[config.mk]
export PLATFORM = sky130hd
export DESIGN_NAME = dual_bin_to_bcd
export DESIGN_NICKNAME = d
export VERILOG_FILES = /design/src/rtl/dual_bin_to_bcd_pkg.sv /design/src/rtl/dual_bin_to_bcd_lane.sv /design/src/rtl/dual_bin_to_bcd.sv
export SDC_FILE = /design/constraint.sdc
export NUM_CORES = 1
export LEC_CHECK = 0
export CORE_MARGIN = 2
export CORE_UTILIZATION = 30
export CTS_CLUSTER_DIAMETER = 150
export CTS_CLUSTER_SIZE = 14
export DETAILED_ROUTE_END_ITERATION = 8
export PLACE_DENSITY = 0.47
export REMOVE_ABC_BUFFERS = 1
export SETUP_SLACK_MARGIN = 0.4
export SYNTH_ARGS = -nofsm -noshare
export SYNTH_HDL_FRONTEND = slang
export SYNTH_SLANG_ARGS = --single-unit
[constraint.sdc]
create_clock -name clk -period 2.2 [get_ports clk]
set_clock_uncertainty 0.15 [all_clocks]
set_input_delay 0.22 -clock clk [delete_from_list [all_inputs] [get_ports clk]]
set_output_delay 0.22 -clock clk [all_outputs]
set_load 0.1 [all_outputs]
[src/rtl/dual_bin_to_bcd_pkg.sv]
// -----------------------------------------------------------------------------
// dual_bin_to_bcd_pkg
// Shared constants, FSM state type and the BCD nibble adjust helper used by
// the dual binary-to-BCD converter and its per-lane datapath.
// -----------------------------------------------------------------------------
package dual_bin_to_bcd_pkg;

   localparam int unsigned DIGIT_W    = 4;
   localparam int unsigned MAX_DEC    = 99;
   localparam int unsigned BCD_ADJ_TH = 5;
   localparam int unsigned BCD_ADJ    = 3;

   // Two BCD digits per lane; inputs are clamped to 99, so no hundreds digit.
   localparam int unsigned SCRATCH_W  = 2 * DIGIT_W;

   typedef enum logic {
      IDLE  = 1'b0,
      SHIFT = 1'b1
   } state_t;

   // Double-dabble correction: a nibble of 5 or more gets 3 added before the
   // shift so that the doubled value carries correctly into the next digit.
   function automatic logic [DIGIT_W-1:0] bcd_adjust(input logic [DIGIT_W-1:0] nib);
      if (nib >= DIGIT_W'(BCD_ADJ_TH)) begin
         return nib + DIGIT_W'(BCD_ADJ);
      end
      return nib;
   endfunction

endpackage

[src/rtl/dual_bin_to_bcd_lane.sv]
// -----------------------------------------------------------------------------
// bcd_lane
// One conversion lane: binary shift register, 8-bit BCD scratch and the
// combinational add-3/shift step.
//
// Ports
//   clk, rst   : clock, asynchronous active-high reset
//   load       : capture bin_in and clear the scratch
//   shift_en   : perform one add-3/shift step
//   bin_in     : clamped binary value (0..99)
//   bcd_next   : scratch value after the current step (tens:ones); on the
//                final step this is the finished two-digit result
// -----------------------------------------------------------------------------
module bcd_lane
   import dual_bin_to_bcd_pkg::*;
#(
   parameter int unsigned BIN_W = 7
) (
   input  logic                 clk,
   input  logic                 rst,
   input  logic                 load,
   input  logic                 shift_en,
   input  logic [BIN_W-1:0]     bin_in,
   output logic [SCRATCH_W-1:0] bcd_next
);

   logic [BIN_W-1:0]           bin_q;
   logic [BIN_W-1:0]           bin_next;
   logic [SCRATCH_W-1:0]       bcd_q;
   logic [SCRATCH_W-1:0]       adj;
   logic [SCRATCH_W+BIN_W-1:0] shifted;

   always_comb begin
      adj      = {bcd_adjust(bcd_q[SCRATCH_W-1:DIGIT_W]), bcd_adjust(bcd_q[DIGIT_W-1:0])};
      shifted  = {adj, bin_q} << 1;
      bcd_next = shifted[SCRATCH_W+BIN_W-1:BIN_W];
      bin_next = shifted[BIN_W-1:0];
   end

   always_ff @(posedge clk or posedge rst) begin
      if (rst) begin
         bin_q <= '0;
         bcd_q <= '0;
      end else if (load) begin
         bin_q <= bin_in;
         bcd_q <= '0;
      end else if (shift_en) begin
         bin_q <= bin_next;
         bcd_q <= bcd_next;
      end
   end

endmodule

[src/rtl/dual_bin_to_bcd.sv]
// -----------------------------------------------------------------------------
// dual_bin_to_bcd
// Converts two binary values (left/right, clamped to 0..99) into four
// registered BCD digits for the seven-segment digit mux. Both lanes run the
// double-dabble algorithm in parallel, one bit per clock, BIN_W clocks per
// conversion. Digit outputs only change on the final shift edge.
//
// Ports
//   clk, rst                : clock, asynchronous active-high reset
//   start                   : conversion request, sampled only in IDLE
//   left_bin, right_bin     : binary inputs, captured on the accepting edge
//   busy                    : conversion in progress
//   done                    : one-cycle pulse when new digits are valid
//   left_ONES/left_TENS     : left lane BCD digits
//   right_ONES/right_TENS   : right lane BCD digits
//   left_sat, right_sat     : last converted input exceeded 99 and was clamped
//
// BIN_W must be at least 7 so that 99 is representable.
// -----------------------------------------------------------------------------
module dual_bin_to_bcd
   import dual_bin_to_bcd_pkg::*;
#(
   parameter int unsigned BIN_W = 7
) (
   input  logic               clk,
   input  logic               rst,
   input  logic               start,
   input  logic [BIN_W-1:0]   left_bin,
   input  logic [BIN_W-1:0]   right_bin,
   output logic               busy,
   output logic               done,
   output logic [DIGIT_W-1:0] left_ONES,
   output logic [DIGIT_W-1:0] left_TENS,
   output logic [DIGIT_W-1:0] right_ONES,
   output logic [DIGIT_W-1:0] right_TENS,
   output logic               left_sat,
   output logic               right_sat
);

   localparam int unsigned      CNT_W    = $clog2(BIN_W + 1);
   localparam logic [BIN_W-1:0] MAX_BIN  = BIN_W'(MAX_DEC);
   localparam logic [CNT_W-1:0] LAST_CNT = CNT_W'(BIN_W - 1);

   state_t               state_q;
   state_t               state_d;
   logic [CNT_W-1:0]     cnt_q;
   logic                 load;
   logic                 shift_en;
   logic                 last_shift;

   logic                 left_over;
   logic                 right_over;
   logic [BIN_W-1:0]     left_clamp;
   logic [BIN_W-1:0]     right_clamp;
   logic                 left_sat_q;
   logic                 right_sat_q;

   logic [SCRATCH_W-1:0] left_bcd;
   logic [SCRATCH_W-1:0] right_bcd;

   // Saturation detect and clamp ahead of the lane shift registers.
   always_comb begin
      left_over   = (left_bin  > MAX_BIN);
      right_over  = (right_bin > MAX_BIN);
      left_clamp  = left_over  ? MAX_BIN : left_bin;
      right_clamp = right_over ? MAX_BIN : right_bin;
   end

   always_ff @(posedge clk or posedge rst) begin
      if (rst) begin
         state_q <= IDLE;
      end else begin
         state_q <= state_d;
      end
   end

   always_comb begin
      state_d    = state_q;
      load       = 1'b0;
      shift_en   = 1'b0;
      last_shift = 1'b0;
      case (state_q)
         IDLE: begin
            if (start) begin
               load    = 1'b1;
               state_d = SHIFT;
            end
         end
         SHIFT: begin
            shift_en = 1'b1;
            if (cnt_q == LAST_CNT) begin
               last_shift = 1'b1;
               state_d    = IDLE;
            end
         end
         default: state_d = IDLE;
      endcase
   end

   assign busy = (state_q == SHIFT);

   always_ff @(posedge clk or posedge rst) begin
      if (rst) begin
         cnt_q       <= '0;
         left_sat_q  <= 1'b0;
         right_sat_q <= 1'b0;
      end else if (load) begin
         cnt_q       <= '0;
         left_sat_q  <= left_over;
         right_sat_q <= right_over;
      end else if (shift_en) begin
         cnt_q <= last_shift ? '0 : cnt_q + CNT_W'(1);
      end
   end

   bcd_lane #(.BIN_W(BIN_W)) u_left_lane (
      .clk      (clk),
      .rst      (rst),
      .load     (load),
      .shift_en (shift_en),
      .bin_in   (left_clamp),
      .bcd_next (left_bcd)
   );

   bcd_lane #(.BIN_W(BIN_W)) u_right_lane (
      .clk      (clk),
      .rst      (rst),
      .load     (load),
      .shift_en (shift_en),
      .bin_in   (right_clamp),
      .bcd_next (right_bcd)
   );

   // The lanes' next-step values are taken on the last shift so the outputs
   // land on the same edge as the final shift rather than one cycle later.
   always_ff @(posedge clk or posedge rst) begin
      if (rst) begin
         done       <= 1'b0;
         left_ONES  <= '0;
         left_TENS  <= '0;
         right_ONES <= '0;
         right_TENS <= '0;
         left_sat   <= 1'b0;
         right_sat  <= 1'b0;
      end else begin
         done <= last_shift;
         if (last_shift) begin
            left_TENS  <= left_bcd[SCRATCH_W-1:DIGIT_W];
            left_ONES  <= left_bcd[DIGIT_W-1:0];
            right_TENS <= right_bcd[SCRATCH_W-1:DIGIT_W];
            right_ONES <= right_bcd[DIGIT_W-1:0];
            left_sat   <= left_sat_q;
            right_sat  <= right_sat_q;
         end
      end
   end

endmodule

==> results of run 1 <==
## routing by layer
| layer | up-vias | global-route usage | wire length (µm) |
|---|---|---|---|
| met5 | - | 0 | 0 |
| met1 | 913 | 0.1725 | 2737 |
| met4 | 0 | 0.02845 | 50 |
| met2 | 50 | 0.1821 | 2407 |
| met3 | 6 | 0.02935 | 258 |
| li1 | 926 | - | - |
## per-stage QoR
| step | hold WS, ns | utilization | setup TNS, ns |
|---|---|---|---|
| 2_1_floorplan | 0.1601 | - | -27.23 |
| 3_3_place_gp | 0.3143 | 0.3623 | 0 |
| 3_5_place_dp | 0.3124 | 0.3623 | 0 |
| 4_1_cts | 0.1336 | 0.3753 | 0 |
| 5_1_grt | 0.1595 | 0.3786 | 0 |
| 6_report | 0.1192 | 0.3786 | 0 |
## worst reg2reg max path, stage by stage, from the launching register on
cell and delay [ns]:
dfrtp_1 0.42, inv_1 0.12, ha_2 0.24, nand2b_2 0.09
a21oi_4 0.19, mux2i_2 0.27, mux2_4 0.18
## synth_stat cells
master    instances  area (µm²)
o311a_1           2       20.02
inv_2             1       3.750
o31ai_1           4       30.03
a21oi_4           2       32.53
o21ai_1           4       20.02
o21ai_0          19       95.09
nand3_1           2       10.01
xnor2_1           4       35.03
buf_6             1       11.26
mux2_1            2       22.52
a211oi_1          2       15.01
nor3_1            3       15.01
a21o_1            4       30.03
inv_1            10       37.54
mux2_4            4       60.06
nand2b_2          2       17.52
ha_1             10       125.1
dfrtp_1          55        1376
buf_2             9       45.04
a22o_1            8       70.07
a21oi_1          13       65.06
nor3b_1           9       67.56
nand2b_1          4       25.02
and2_1            2       12.51
mux2i_1          10       100.1
a21oi_2           2       17.52
a21o_2            1       8.760
a21boi_1          2       15.01
nor2b_1           7       43.79
mux2_2            8       90.09
nor2_1           10       37.54
clkbuf_1          2       7.510
nand2_1          26       97.59
nand3_2           1       10.01
## state kept, by name, indices dropped and copies added (netlist names), 3 cells and up
register,flops
u_left_lane.bcd_q,8
right_TENS,4
right_ONES,4
left_ONES,4
cnt_q,3
u_right_lane.bin_q,7
left_TENS,4
u_right_lane.bcd_q,8
u_left_lane.bin_q,7
## worst paths after layout
| path | startpoint | end | slack, ns | cells past startpoint |
|---|---|---|---|---|
| max | u_right_lane.bcd_q[1] | right_ONES[2] | 0.49 | 6 |
| min | rst | u_right_lane.bin_q[5] | 0.12 | 3 |
| max reg2reg | u_right_lane.bcd_q[1] | right_ONES[2] | 0.49 | 6 |
| min reg2reg | u_left_lane.bin_q[3] | u_left_lane.bin_q[4] | 0.33 | 2 |
| max in group asynchronous | rst | right_TENS[2] | 1.53 | 3 |
| min in group clk | u_left_lane.bin_q[3] | u_left_lane.bin_q[4] | 0.33 | 2 |
## area by class of cell
| cell class | instances | area [µm²] |
|---|---|---|
| clock inverter | 3 | 43.79 |
| clock buffer | 5 | 68.82 |
| inverter | 11 | 43.79 |
| timing repair buffer | 45 | 402.9 |
| sequential | 55 | 1376 |
| multi-input combinational | 167 | 1215 |
| fill | 902 | 5393 |
| tap | 108 | 135.1 |
## logic make-up (layout without fill, tap and decap cells)
family / count (synthesis) / after routing / synth area share
buffers and inverters: 23 / 64 / 0.03936
DFF: 55 / 55 / 0.5155
muxes: 24 / 24 / 0.1022
AOI/OAI and AO/OA: 63 / 63 / 0.1570
and+or+nand+nor: 66 / 66 / 0.1260
xor gates and xnor gates: 4 / 4 / 0.01312
adders and majority gates: 10 / 10 / 0.04686
## repair_timing
action,in CTS,in global routing
hold buffers,0,0
setup endpoints to repair,0,12
resized for setup,0,8
endpoints found under the hold margin,0,0
setup buffers,0,0
==> flow_summary.toml, run 1 <==
[synth]
syn_avg_cell_area_um2 = 10.90
syn_inst = 245
ys_seq_elements = 55
synth-seq-area-share = 0.5155
yosysUniqueCellTypes = 34
syn_area_um2 = 2670
yosys_warnings = 0

[final_layout]
layout_commonest_cell = "dfrtp_1"
nets = 312
drive_gt1_frac = 0.2238
num_antenna_cells = 0
syn2layout_area_growth_pct = 23.06
fin_area_um2 = 3286
mostFrequentLayoutCells = "dfrtp_1 (55), buf_4 (27), nand2_1 (26)"
fin_cells = 394

[placement]
dp.cells = 386
placed_area_um2 = 3144
gp_congestion = 0.7414
hpwl_um = 3733
port_buffers = 36
dp_slack_ns = 0.3366

[setup_path]
critPathKind = "reg -> reg"
critPathRequiredTime_ns = 2.31
end_kind = "register"
crit_buf_inv = 1
worst_ep_arrival_time_ns = 1.81
critPathMaxFanout = 5
critPathSlowestCell = "dfrtp_1"
critPathLaunchType = "register"
crit_path_cell_trace = "inv_1 > ha_2 > nand2b_2 > a21oi_4 > mux2i_2 > mux2_4"
critPathTopFamily = "multiplexers"
slowest_delay_ns = 0.42

[clock_network]
clk_pin_slew_ns = 0.10
clock_sinks = 55
cts_buffers = 5
clk_path_buf_depth = 2
cts_tree = "built"
clkLatencyLatePin_ns = 0.31
clock-root-buffer = "clkbuf_8"
htreeDepth = 2

[grt]
grtUsageTotal = 0.1197
grt_pass1_vias = 1869
grt_pass1_wl_um = 9466
grt_max_degree = 56
antenna_found_initial = 0
overflow = 0

[floorplanning]
core_um2 = 8678
die_x_um = 98.34
die_y_um = 98.34
row_count = 34
ios = 37
initial_core_util = 0.3077
dieArea_um2 = 9671

[sta]
worstMarginPinSlew_ns = 0.2654
max_freq_ghz = 0.5861
finalHoldViolCount = 0
finalSetupViolCount = 0
period_minus_slack_ns = 1.706
drv_slew = 0
slew_headroom = 0.8180
grt_setup_unrepaired = "no"
fin_ws_ns = 0.4938
period_share = 0.7755

[routing]
drc = 0
vias_per_cell = 4.810
drtIter0Drc = 99
ant_nets = 0
wl_per_cell_um = 13.84
finalWirelength_um = 5454
num_vias = 1895
firstDrtPassIters = 4

[run_status]
status = "complete, no violations"

[job]
cap_violations = 0

[min_path]
min_path_type = "in -> async"
Power of run 1 is not shown: default switching activity piles up to over one toggle a cycle in this logic, so the estimate is an artifact.
==> inputs of run 2 (changes only) <==
PLACE_DENSITY = 0.49   (was 0.47)
clock period = 1.5 ns   (was 2.2 ns; I/O delays follow)
==> run 2 against run 1 <==
The flow now finishes with violations (negative setup slack). Largest cell class is now multi-input combinational cells. Cell area increased by 43%. Maximum frequency increased by 8.3%. Hold slack got worse by 0.079 ns. Die area unchanged. Routed wire length increased by 16%. Via count increased by 15%. Cell count increased by 16%. Utilization increased by 16 points. Sequential share of layout area decreased by 13 points. Flip-flop and latch count unchanged. Register-to-register slack got worse by 0.57 ns.
==> flow_summary.toml, run 2 (synthesis gave the netlist of run 1 again) <==
[final_layout]
nets = 378
mostFrequentLayoutCells = "dfrtp_1 (54), buf_4 (40), buf_12 (25)"
num_antenna_cells = 0
biggestRegsByFlops = "u_left_lane.bcd_q x8, u_right_lane.bcd_q x8"
drive_gt1_frac = 0.5698
syn2layout_area_growth_pct = 75.87
layout_commonest_cell = "dfrtp_1"

[power]
p_clk_frac = 0.083
power.density_nw_per_um2 = 2491
p_int_uw = 6650
power_frac_comb = 0.674
p_leak_uw = 0.002113
p_switching_uw = 5047
seq_power_share = 0.243
ir_drop_mv = 0.9823
switching_share = 0.4315

[sta]
slew_headroom = 0.7478
finalSetupTns_ns = -0.5492
finalHoldViolCount = 0
max_freq_ghz = 0.6348
worstMarginPinSlew_ns = 0.3783
grt_setup_unrepaired = "yes"
period_share = 1.050
drv_slew = 0
fin_ws_ns = -0.07521
hold_slack_ns = 0.04043
period_minus_slack_ns = 1.575
finalSetupViolCount = 15

[setup_path]
critPathMaxFanout = 3
critPathKind = "reg -> reg"
r2r_setup_slack_ns = -0.08
crit_buf_inv = 1
critPathTopFamily = "multiplexers"
end_kind = "register"
critPathLaunchType = "register"
worst_ep_arrival_time_ns = 1.68
slowest_delay_ns = 0.44
crit_path_cell_trace = "inv_2 > ha_4 > nand2b_4 > a21oi_4 > mux2i_2 > mux2_4"
critPathSlowestCell = "dfrtp_1"
critPathRequiredTime_ns = 1.61

[run_status]
status = "complete, but fails checks"
violations = "negative setup slack"

[placement]
dp_slack_ns = -0.2895
port_buffers = 36
hpwl_um = 3890
gp_congestion = 0.8155

[clock_network]
clock-root-buffer = "clkbuf_8"
htreeDepth = 2
clock_sinks = 55
cts_buffers = 5
clkLatencyLatePin_ns = 0.31
cts_tree = "built"
clk_path_buf_depth = 2
clk_pin_slew_ns = 0.10
ctsHoldBuffers = 0

[floorplanning]
die_y_um = 98.34
die_x_um = 98.34
ios = 37
dieArea_um2 = 9671
row_count = 34
initial_core_util = 0.3077
core_um2 = 8678

[grt]
grt_pass1_vias = 2204
antenna_found_initial = 0
grt_pass1_wl_um = 10550
grt_max_degree = 56
overflow = 0
grtUsageTotal = 0.1331

[job]
cap_violations = 0

[routing]
vias_per_cell = 4.743
drtIter0Drc = 68
firstDrtPassIters = 4
drc = 0
finalWirelength_um = 6351
wl_per_cell_um = 13.84
ant_nets = 0
num_vias = 2177

[min_path]
min_path_type = "in -> async"
==> run 2: stage by stage <==
stage | cell area, µm² | util | std cells | total power (µW)
after floorplan | 2606 | - | 233 | 6092
after global placement | 3607 | 0.4157 | 411 | 8120
after detailed placement | 3607 | 0.4157 | 411 | 8195
after CTS | 4332 | 0.4991 | 443 | 10810
after global routing | 4696 | 0.5411 | 459 | 12320
final | 4696 | 0.5411 | 459 | 11700
==> run 2: layout make-up <==
type / count / area [µm²]
flip-flops and latches: 55 / 1378
inverters: 11 / 46.29
multi-input cells: 167 / 1682
repair buffers: 111 / 1353
well taps: 108 / 135.1
clock inverters: 1 / 30.03
fillers: 744 / 3983
clock buffers: 6 / 72.57
==> run 2: what timing repair did <==
item,CTS,global route
gates cloned,2,0
pin swaps,32,21
endpoints found under the setup margin,75,75
setup buffers,23,16
resized for setup,117,57
==> run 2: power groups by stage <==
stage	Sequential (µW)	Combinational [µW]	Clock, µW
final	2850	7880	969
after detailed placement	2710	5490	0
after global placement	2690	5430	0
after global routing	2930	8330	1070
after floorplan	4230	1860	0
after CTS	2780	7030	1000
==> run 2: per-layer routing <==
layer  up-vias  part of all wire  track usage
met4         0            0.0096      0.02950
met2        35              0.50       0.2214
li1       1059                 -            -
met3         6             0.034      0.03078
met1      1077              0.46       0.1779
met5         -                 0            0
==> run 2: path summary, 6_finish.rpt <==
path	startpoint	end	depth (start not counted)
worst max-delay path	u_right_lane.bcd_q[0]	right_ONES[2]	6
worst min-delay path	rst	u_right_lane.bin_q[5]	3
worst max register to register	u_right_lane.bcd_q[0]	right_ONES[2]	6
worst min register to register	u_right_lane.bin_q[1]	u_right_lane.bin_q[2]	2
max in group asynchronous	rst	busy	3
min in group clk	left_bin[0]	u_left_lane.bin_q[0]	3
==> run 2: worst reg2reg max path, stage by stage (launching register included) <==
cell	delay [ns]
dfrtp_1	0.44
inv_2	0.10
ha_4	0.16
nand2b_4	0.07
a21oi_4	0.15
mux2i_2	0.27
mux2_4	0.18
No activity file was read; power rests on OpenSTA's default activity.
